===== src/rtl/generador_patching.sv =====
// generador_patching: per-index activation cache; emits patch bit when the cached value is within UMBRAL
module generador_patching #(
   parameter int N      = 16,
   parameter int DEPTH  = 16,
   parameter int UMBRAL = 4
) (
   input  logic                     clk,
   input  logic                     rst_n,
   input  logic                     in_valid,
   output logic                     in_ready,
   input  logic [N-1:0]             in_a,
   input  logic [$clog2(DEPTH)-1:0] in_idx,
   input  logic                     flush,
   output logic                     out_valid,
   input  logic                     out_ready,
   output logic [N-1:0]             a_org,
   output logic [N-1:0]             a_cache,
   output logic                     p,
   output logic [$clog2(DEPTH)-1:0] out_idx,
   output logic [15:0]              cnt_patch
);
   logic [N-1:0]     cache [DEPTH];
   logic [DEPTH-1:0] valid;
   logic [N-1:0]     e;
   logic [N:0]       d, diff;
   logic             accept, hit;

   assign in_ready = !out_valid || out_ready;
   assign accept   = in_valid && in_ready;
   assign e        = cache[in_idx];
   // subtraction in N+1 bits cannot overflow, so the magnitude is exact
   assign d        = {in_a[N-1], in_a} - {e[N-1], e};
   assign diff     = d[N] ? ~d + 1'b1 : d;
   // a flush in the same cycle hides every entry from the lookup
   assign hit      = valid[in_idx] && !flush && diff <= (N+1)'(UMBRAL);

   // cache data: refreshed on every accepted miss, contents after reset are irrelevant
   always_ff @(posedge clk)
      if (accept && !hit) cache[in_idx] <= in_a;

   // valid bits: flush clears all but a simultaneous miss write, otherwise misses mark their slot
   always_ff @(posedge clk or negedge rst_n)
      if (!rst_n) valid <= '0;
      else if (flush) valid <= accept ? DEPTH'(1) << in_idx : '0;
      else if (accept && !hit) valid[in_idx] <= 1'b1;

   // output register and saturating patch counter
   always_ff @(posedge clk or negedge rst_n)
      if (!rst_n) begin
         out_valid <= 1'b0;
         p         <= 1'b0;
         a_org     <= '0;
         a_cache   <= '0;
         out_idx   <= '0;
         cnt_patch <= '0;
      end else if (accept) begin
         out_valid <= 1'b1;
         p         <= hit;
         a_org     <= in_a;
         a_cache   <= hit ? e : in_a;
         out_idx   <= in_idx;
         if (hit && cnt_patch != 16'hFFFF) cnt_patch <= cnt_patch + 1'b1;
      end else if (out_ready) out_valid <= 1'b0;
endmodule


===== config.mk =====
export PLATFORM = sky130hd
export DESIGN_NAME = generador_patching
export DESIGN_NICKNAME = d
export VERILOG_FILES = /design/src/rtl/generador_patching.sv
export SDC_FILE = /design/constraint.sdc
export NUM_CORES = 1
export LEC_CHECK = 0
export ABC_AREA = 1
export BUFFER_PORTS_ARGS = -buffer_cell sky130_fd_sc_hd__buf_2
export CELL_PAD_IN_SITES_DETAIL_PLACEMENT = 0
export CELL_PAD_IN_SITES_GLOBAL_PLACEMENT = 1
export CORE_MARGIN = 2
export CORE_UTILIZATION = 30
export CTS_BUF_LIST = sky130_fd_sc_hd__clkbuf_8 sky130_fd_sc_hd__clkbuf_16
export CTS_CLUSTER_SIZE = 16
export DETAILED_ROUTE_END_ITERATION = 12
export HOLD_SLACK_MARGIN = 0.12
export PLACE_DENSITY = 0.59
export SLEW_MARGIN = 10
export SYNTH_ARGS = -nofsm -noshare
export SYNTH_HDL_FRONTEND = slang
export SYNTH_SLANG_ARGS = --single-unit
export TNS_END_PERCENT = 20

===== constraint.sdc =====
create_clock -name clk -period 7.3 [get_ports clk]
set_input_delay 1.095 -clock clk [delete_from_list [all_inputs] [get_ports clk]]
set_output_delay 1.095 -clock clk [all_outputs]
set_load 0.05 [all_outputs]

==> results of run 1 <==
flip-flops by register name, summed over array words and instances (netlist names):
register / cells
cnt_patch: 16
out_valid: 1
a_org: 16
out_idx: 4
valid: 16
p: 1
a_cache: 16
cache: 256
kinds of logic after synthesis:
| logic type | Yosys count | share of synthesized area [%] |
|---|---|---|
| DFF | 326 | 65.4 |
| adders and majority gates | 18 | 1.61 |
| and+or+nand+nor | 620 | 17.8 |
| buffers and inverters | 169 | 4.84 |
| AOI/OAI and AO/OA | 187 | 9.30 |
| xor gates and xnor gates | 17 | 1.03 |
worst max path at each step:
| stage | from | to | slack (ns) | depth (start not counted) |
|---|---|---|---|---|
| after detailed placement | in_idx[1] | cache[4][11] | 0.85 | 28 |
| final | in_idx[1] | cache[4][11] | 1.46 | 28 |
| after floorplan | in_idx[0] | cache[0][0] | 1.67 | 26 |
| after global placement | in_idx[1] | cache[4][11] | 0.87 | 28 |
| after global routing | in_idx[1] | cache[4][2] | 0.89 | 31 |
| after CTS | in_idx[1] | cache[4][2] | 1.39 | 28 |
final cells by class:
cell class	instances	share of cell area [%]
Sequential cell	326	55.6
Multi-Input combinational cell	842	25.8
Clock buffer	46	6.39
Tap cell	615	4.54
Timing Repair Buffer	119	4.26
Inverter	113	2.50
Clock inverter	21	0.915
worst register-to-register path, delay by kind of cell, from the launching register on:
family,cells,cell delay [ns]
AOI/OAI and AO/OA,4,1.09
and+or+nand+nor,15,1.68
adders and majority gates,2,0.65
DFF,1,0.36
buffers and inverters,4,0.84
per-stage QoR:
step	util, %	setup slack (ns)	cells	total power (W)
4_1_cts	35.6	1.39	2082	0.00468
3_5_place_dp	33.0	0.845	2015	0.00279
6_report	35.6	1.46	2082	0.00464
3_3_place_gp	33.0	0.873	2015	0.00278
5_1_grt	35.6	0.890	2082	0.00483
2_1_floorplan	-	1.67	1337	0.00257
cell usage after synthesis, types with 2 or more instances:
cell        n
o21ai_1     5
dfrtp_1    70
or2_1       3
edfxtp_1  256
a21oi_1    16
xnor2_1     6
inv_1     112
nand4_1    21
nand3_1    68
nand3_2     2
nor2_2      3
nor2_1    104
buf_4       3
nand2_1   399
nor3_1      6
nor4_1      2
clkbuf_1   35
a21boi_0    2
ha_1       17
o21ai_0     7
buf_1      10
o22ai_2     4
o22ai_1    12
nand2_2     3
nand2_4     2
buf_6       7
xor2_1     11
a22oi_1   136
and2_1      2
power by group:
group / switching [W] / internal, W
sequential: 0.0000211 / 0.00205
clock: 0.000768 / 0.00112
combinational: 0.000493 / 0.000176
total: 0.00128 / 0.00335
layer usage:
layer | vias to the layer above | wire, um | track usage, %
met5 | - | 0 | 0
met4 | 0 | 1050 | 5.55
met3 | 44 | 1650 | 2.41
met2 | 235 | 19400 | 27.2
met1 | 4990 | 19900 | 24.4
li1 | 4849 | - | -
placed cells by master (no fill, tap or decap), types with 3 or more instances in the layout:
cell type    n
nand4_1     21
nand2_2      4
nor2_1      82
clkinv_1     4
o22ai_1     12
nand2_1    398
a21oi_1     16
clkinv_2     8
clkbuf_8     6
xor2_1      11
dfrtp_1     70
buf_2       78
ha_1        17
inv_1      116
nor2_4       4
a22oi_1    136
or2_1        3
o21ai_1      5
nor3_1       6
edfxtp_1   256
xnor2_1      6
clkbuf_16   40
nand3_1     68
o22ai_2      4
nor2_2      22
o21ai_0      7
buf_4       39
==> flow_summary.yaml, run 1 <==
outcome:
  status: "complete, no violations"
timing:
  max_slew_margin_pct: 37.8
  hold_slack_ns: 0.477
  setup_viol: 0
  finalHoldViolations: 0
  skew_ns: 0.0244
  fin_setup_tns_ns: 0
  worst_pin_slew_ns: 0.931
  maxSlewViolCount: 0
  rsz0062_at_grt: "no"
  clock.fmax_mhz: 171
  min_period_ns: 5.84
  finalCritPeriodShare_pct: 80.0
setup_path:
  cpPeakStageDelay_ns: 0.46
  r2r-start: "cache[15][0]"
  cp_max_fo: 31
  worst-setup-path-type: "input port to flip-flop"
  crit_path_end_kind: "flip-flop"
  crit_slowest_cell: "inv_2"
  worstPathRequired_ns: 7.52
  r2r_end: "cache[4][11]"
  arrival_ns: 6.06
  cpMostUsedCell: "nand2_1"
  r2r_cells: 25
  critical_path_buf_inv_count: 6
  cp_top_family: "simple AND/OR/NAND/NOR gates"
  reg2reg_slack_ns: 2.37
  start_kind: "input port"
floorplanning:
  die_h_um: 223
  initial_core_util_pct: 30.3
  io_pins: 80
  core_mm2: 0.0476
  die_w_um: 223
  placementRows: 80
  die_area_mm2: 0.0499
power_and_ir_drop:
  p_per_area_mw_per_mm2: 273
  p_leak_nw: 6.84
  ir_drop_v: 0.000167
finish:
  syn_to_final_growth_pct: 17.5
  ff_latch_area_mm2: 0.00944
  finalInstanceArea_mm2: 0.0170
  multi_input_area_mm2: 0.00437
  n_antenna_cell: 0
  layout.nets: 1482
  drive_above_1_share_pct: 15.0
  fill_cells: 4774
global_routing:
  grt_pass1_wl_um: 64500
  grt_max_degree: 73
  antenna_found_initial: 0
  grt_usage_pct: 17.2
  grt_pass1_vias: 10200
  grt-ovfl-total: 0
synth:
  ys_types: 42
  async_flop_share_pct: 21.5
  synth_fp_nets: 1380
  yosysSeqAreaShare_pct: 65.4
  netlist_instances: 1337
  synth_edf_count: 256
  yosysWarnings: 0
  netlist_area_mm2: 0.0144
  ys_top_cells_by_area: "edfxtp_1, dfrtp_1, nand2_1, a22oi_1, inv_1"
  avgSynthCellArea_um2: 10.8
  yosys_most_used_dff: "edfxtp_1"
  yosys.area.top_type_share_pct: 53.3
  synth_seq_cells: 326
  yosysTopAreaCell: "edfxtp_1"
routing:
  routed_wl_um: 42000
  drc: 0
  dr.first_iter.drc_count: 1005
  drtAntennaViolNets: 0
  routedWlPerCell_um: 20.2
  drt_first_pass_iters: 5
  via_per_inst: 4.86
  num_vias: 10100
clocking:
  cts_buffer_depth: 3
  h-tree-depth: 2
  cts_setup_buffers: 0
  cts.sinks: 326
  numCtsBuffers: 37
  cts_tree: "built"
  cts_resized: 0
  path_clk_slew_ns: 0.06
  root_buffer: "clkbuf_16"
  clk_latency_ns: 0.55
  cts-hold-fix-buffers: 0
hold_path:
  hold_end: "out_idx[1]"
  whs_path_depth: 2
  hold_start: "out_idx[1]"
  worstHoldPathType: "flip-flop to flip-flop"
placed_design:
  place_area_mm2: 0.0157
  hpwl_um: 26600
  gp_congestion: 0.822
  port_buffers: 79
run:
  drv_cap: 0
(Power assumes the default switching activity.)
==> inputs of run 2 (changes only) <==
- PLACE_DENSITY: 0.59 -> 0.61
- clock period: 7.3 -> 5.27 ns (I/O delays scaled with it)
==> run 2 against run 1 <==
Final cell count is 4.9% higher; routed wire length is 4.5% higher; setup slack worse by 1.4 ns; design area is 4.6% higher; critical endpoint is now cache[8][4]; largest power group unchanged; utilization is 1.6 points higher; critical path depth is 2 higher; highest routed layer unchanged; register-to-register slack worse by 1.8 ns; first-iteration DRC count is 11% lower; global-route usage is 0.74 points higher; clock-buffer cell count is 8 lower.
==> flow_summary.yaml, run 2 (synthesis gave the netlist of run 1 again) <==
power_and_ir_drop:
  p_per_area_mw_per_mm2: 361
  p_leak_nw: 7.30
  ir_drop_v: 0.000171
setup_path:
  crit_slowest_cell: "nor2_2"
  cpMostUsedCell: "nand2_1"
  r2r-start: "cache[4][0]"
  crit_path_end_kind: "flip-flop"
  cpPeakStageDelay_ns: 0.72
  arrival_ns: 5.38
  cp.depth: 30
  cp_max_fo: 23
  critical_path_buf_inv_count: 8
  cp_top_family: "simple AND/OR/NAND/NOR gates"
  worst-setup-path-type: "input port to flip-flop"
  worstPathRequired_ns: 5.44
  r2r_cells: 25
  startpoint: "in_idx[0]"
  start_kind: "input port"
finish:
  top_register: "cache"
  largest_reg_flops: 256
  syn_to_final_growth_pct: 22.9
  final_common_cell: "nand2_1"
  n_antenna_cell: 0
  fin_util_pct: 37.2
  multi_input_area_mm2: 0.00438
  finalInstanceArea_mm2: 0.0177
  layout.nets: 1583
  ff_latch_area_mm2: 0.00944
  fill_cells: 4706
  final_cell_mix: "nand2_1, edfxtp_1, a22oi_1"
  drive_above_1_share_pct: 20.0
timing:
  maxSlewViolCount: 0
  min_period_ns: 5.22
  max_slew_margin_pct: 25.2
  finalHoldViolations: 0
  worst_pin_slew_ns: 1.12
  rsz0062_at_grt: "yes"
  finalCritPeriodShare_pct: 99.0
  clock.fmax_mhz: 192
  hold_slack_ns: 0.408
  skew_ns: 0.0153
  setup_viol: 0
routing:
  via_per_inst: 4.83
  drtAntennaViolNets: 0
  routedWlPerCell_um: 20.1
  num_vias: 10500
  dr.first_iter.drc_count: 890
  drc: 0
  routed_wl_um: 43900
  drt_first_pass_iters: 5
clocking:
  path_clk_slew_ns: 0.06
  clk_latency_ns: 0.56
  numCtsBuffers: 37
  cts_resized: 0
  cts_buffer_depth: 3
  cts-hold-fix-buffers: 0
  cts_setup_buffers: 0
  cts.sinks: 326
  root_buffer: "clkbuf_16"
  h-tree-depth: 2
  cts_tree: "built"
global_routing:
  grt_usage_pct: 18.0
  grt_pass1_vias: 10600
  antenna_found_initial: 0
  grt-ovfl-total: 0
  grt_max_degree: 71
  grt_pass1_wl_um: 66700
outcome:
  status: "complete, no violations"
floorplanning:
  die_area_mm2: 0.0499
  placementRows: 80
  core_mm2: 0.0476
  die_h_um: 223
  io_pins: 80
  die_w_um: 223
  initial_core_util_pct: 30.3
placed_design:
  port_buffers: 79
  hpwl_um: 30600
  gp_congestion: 0.816
  place_area_mm2: 0.0166
run:
  drv_cap: 0
hold_path:
  worstHoldPathType: "input port to async pin"
## run 2: changes by cell type in the layout (fill, tap and decap cells not counted), sizes merged
cell	previous run	this run
inv	119	122
bufinv	2	1
clkinvlp	1	6
buf	119	220
clkbuf	46	38
clkinv	12	13
## run 2: path summary, 6_finish.rpt
path                                to  slack [ns]
setup reg to reg           cache[8][4]        0.54
hold / removal              out_idx[0]        0.41
hold reg to reg             out_idx[1]        0.49
setup / recovery           cache[8][4]        0.05
max in group asynchronous   a_cache[9]        4.15
min in group clk            out_idx[1]        0.49
## run 2: per-stage QoR
stage                     setup TNS, ns  worst slack, ns  instances  total power [W]
after floorplan                  -13.18          -0.0558       1337          0.00356
after global placement          -133.09           -0.615       2116          0.00404
after detailed placement        -117.70           -0.525       2116          0.00404
after CTS                             0           0.0669       2183          0.00647
after global routing             -58.26           -0.331       2183          0.00669
final                                 0           0.0548       2183          0.00641
## run 2: power by group
part | switching, W | internal (W)
Combinational | 0.000726 | 0.000385
Sequential | 0.0000289 | 0.00284
Clock | 0.00106 | 0.00136
## run 2: cell type report
cell class	count	area share, %
clock inverter	29	1.02
inverter	113	2.39
tap	615	4.34
clock buffer	38	5.36
sequential	326	53.2
multi-input combinational	842	24.7
timing repair buffer	220	8.99
## run 2: per-layer routing
| layer | share of wire [%] | track usage [%] |
|---|---|---|
| met1 | 46 | 24.4 |
| met2 | 46 | 29.1 |
| met3 | 4.8 | 2.98 |
| met4 | 3.3 | 6.17 |
| met5 | 0 | 0 |
==> inputs of run 3 (changes only) <==
- CAP_MARGIN: default -> 10
- CORE_UTILIZATION: 30 -> 40
- PLACE_DENSITY: 0.61 -> 0.76
- REMOVE_ABC_BUFFERS: default -> 1
==> run 3 against run 2 <==
Total power increased by 0.34%; die area decreased by 25%; sequential cell count unchanged; combinational power about the same; design area decreased by 0.49%; clock skew increased by 0.0070 ns; critical path depth decreased by 2; sequential share of layout area increased by 0.26 points; utilization increased by 12 points.
==> flow_summary.yaml, run 3 (synthesis gave the netlist of run 1 again) <==
timing:
  min_period_ns: 5.06
  setup_viol: 0
  skew_ns: 0.0224
  worst_pin_slew_ns: 0.951
  clock.fmax_mhz: 197
  maxSlewViolCount: 0
  rsz0062_at_grt: "yes"
  max_slew_margin_pct: 36.6
  finalCritPeriodShare_pct: 96.1
  setup_slack_ns: 0.207
  finalHoldViolations: 0
  fin_setup_tns_ns: 0
clocking:
  clk_latency_ns: 0.53
  numCtsBuffers: 36
  root_buffer: "clkbuf_16"
  cts_buffer_depth: 3
  cts_setup_buffers: 0
  cts_tree: "built"
  h-tree-depth: 2
  cts.sinks: 326
  path_clk_slew_ns: 0.06
finish:
  finalInstanceArea_mm2: 0.0177
  n_antenna_cell: 0
  largest_reg_flops: 256
  final_cell_mix: "nand2_1, edfxtp_1, a22oi_1"
  layout.nets: 1587
  top_register: "cache"
  final_common_cell: "nand2_1"
  syn_to_final_growth_pct: 22.3
  fill_cells: 3229
  drive_above_1_share_pct: 20.1
routing:
  drc: 0
  drtAntennaViolNets: 0
  routed_wl_um: 40700
  routedWlPerCell_um: 20.1
  drt_first_pass_iters: 5
  dr.first_iter.drc_count: 1016
  num_vias: 10800
  via_per_inst: 5.33
floorplanning:
  placementRows: 69
  core_mm2: 0.0356
  die_area_mm2: 0.0376
  initial_core_util_pct: 40.6
  die_h_um: 194
  die_w_um: 194
  io_pins: 80
setup_path:
  startpoint: "in_idx[0]"
  cpMostUsedCell: "nand2_1"
  cp_max_fo: 16
  worst-setup-path-type: "input port to flip-flop"
  crit_path_end_kind: "flip-flop"
  crit_slowest_cell: "nor2_2"
  cpPeakStageDelay_ns: 0.72
  r2r_cells: 24
  endpoint: "cache[15][2]"
  worstPathRequired_ns: 5.41
  reg2reg_slack_ns: 0.54
  r2r_end: "cache[15][2]"
  arrival_ns: 5.20
  start_kind: "input port"
  r2r-start: "cache[9][0]"
power_and_ir_drop:
  p_per_area_mw_per_mm2: 364
  ir_drop_v: 0.000190
  p_leak_nw: 7.35
  total_power_w: 0.00643
global_routing:
  grt_max_degree: 71
  grt_pass1_vias: 10700
  grt_usage_pct: 21.9
  antenna_found_initial: 0
  grt_pass1_wl_um: 63500
  grt-ovfl-total: 0
run:
  drv_cap: 0
outcome:
  status: "complete, no violations"
placed_design:
  place_area_mm2: 0.0165
  gp_congestion: 0.877
  hpwl_um: 28600
  dp_worst_setup_slack_ns: -0.395
  port_buffers: 79
hold_path:
  worstHoldPathType: "input port to async pin"
==> run 3: cell type report <==
type | instances | area, um^2 | area share [%]
flip-flops and latches | 326 | 9440 | 53.5
multi-input cells | 842 | 4420 | 25.0
repair buffers | 225 | 1660 | 9.38
clock buffers | 38 | 951 | 5.39
well taps | 461 | 577 | 3.27
inverters | 113 | 424 | 2.40
clock inverters | 23 | 189 | 1.07
==> run 3: report_power, final <==
group          switching [W]  internal (W)
Clock                0.00100       0.00145
Combinational       0.000725      0.000383
Sequential         0.0000300       0.00285
Total                0.00176       0.00467
==> run 3: metrics by stage <==
stage | hold slack (ns) | instances | util (%)
detailed placement | 0.471 | 1967 | 46.3
global placement | 0.469 | 1967 | 46.3
CTS | 0.455 | 2028 | 49.5
floorplan | 0.495 | 1281 | -
finish | 0.410 | 2028 | 49.6
global route | 0.495 | 2028 | 49.6
==> run 3: per-layer routing <==
metal	vias to the layer above	global-route usage (%)	wire (um)
met3	68	3.51	2890
li1	5062	-	-
met4	0	7.30	1290
met1	5248	30.5	17900
met2	430	35.2	18600
met5	-	0	0
==> run 3: timing repair <==
action | 4_1_cts | 5_1_grt
gates resized for setup | 0 | 9
setup endpoints to repair | 0 | 256
hold buffers | 0 | 0
==> run 3: how the worst min path moves through the flow <==
stage,from,slack [ns],to
after floorplan,rst_n,0.49,a_cache[0]
after global placement,out_idx[3],0.47,out_idx[3]
after detailed placement,out_idx[1],0.47,out_idx[1]
after CTS,rst_n,0.46,cnt_patch[14]
after global routing,rst_n,0.50,cnt_patch[8]
final,rst_n,0.41,cnt_patch[8]
==> run 3: critical path: cells and delay by family <==
kind	cells	cell delay, ns
adder cells (fa/ha/maj)	1	0.44
AND/OR/NAND/NOR	18	2.64
buffers and inverters	7	1.01
AO/OA/AOI/OAI	2	0.26
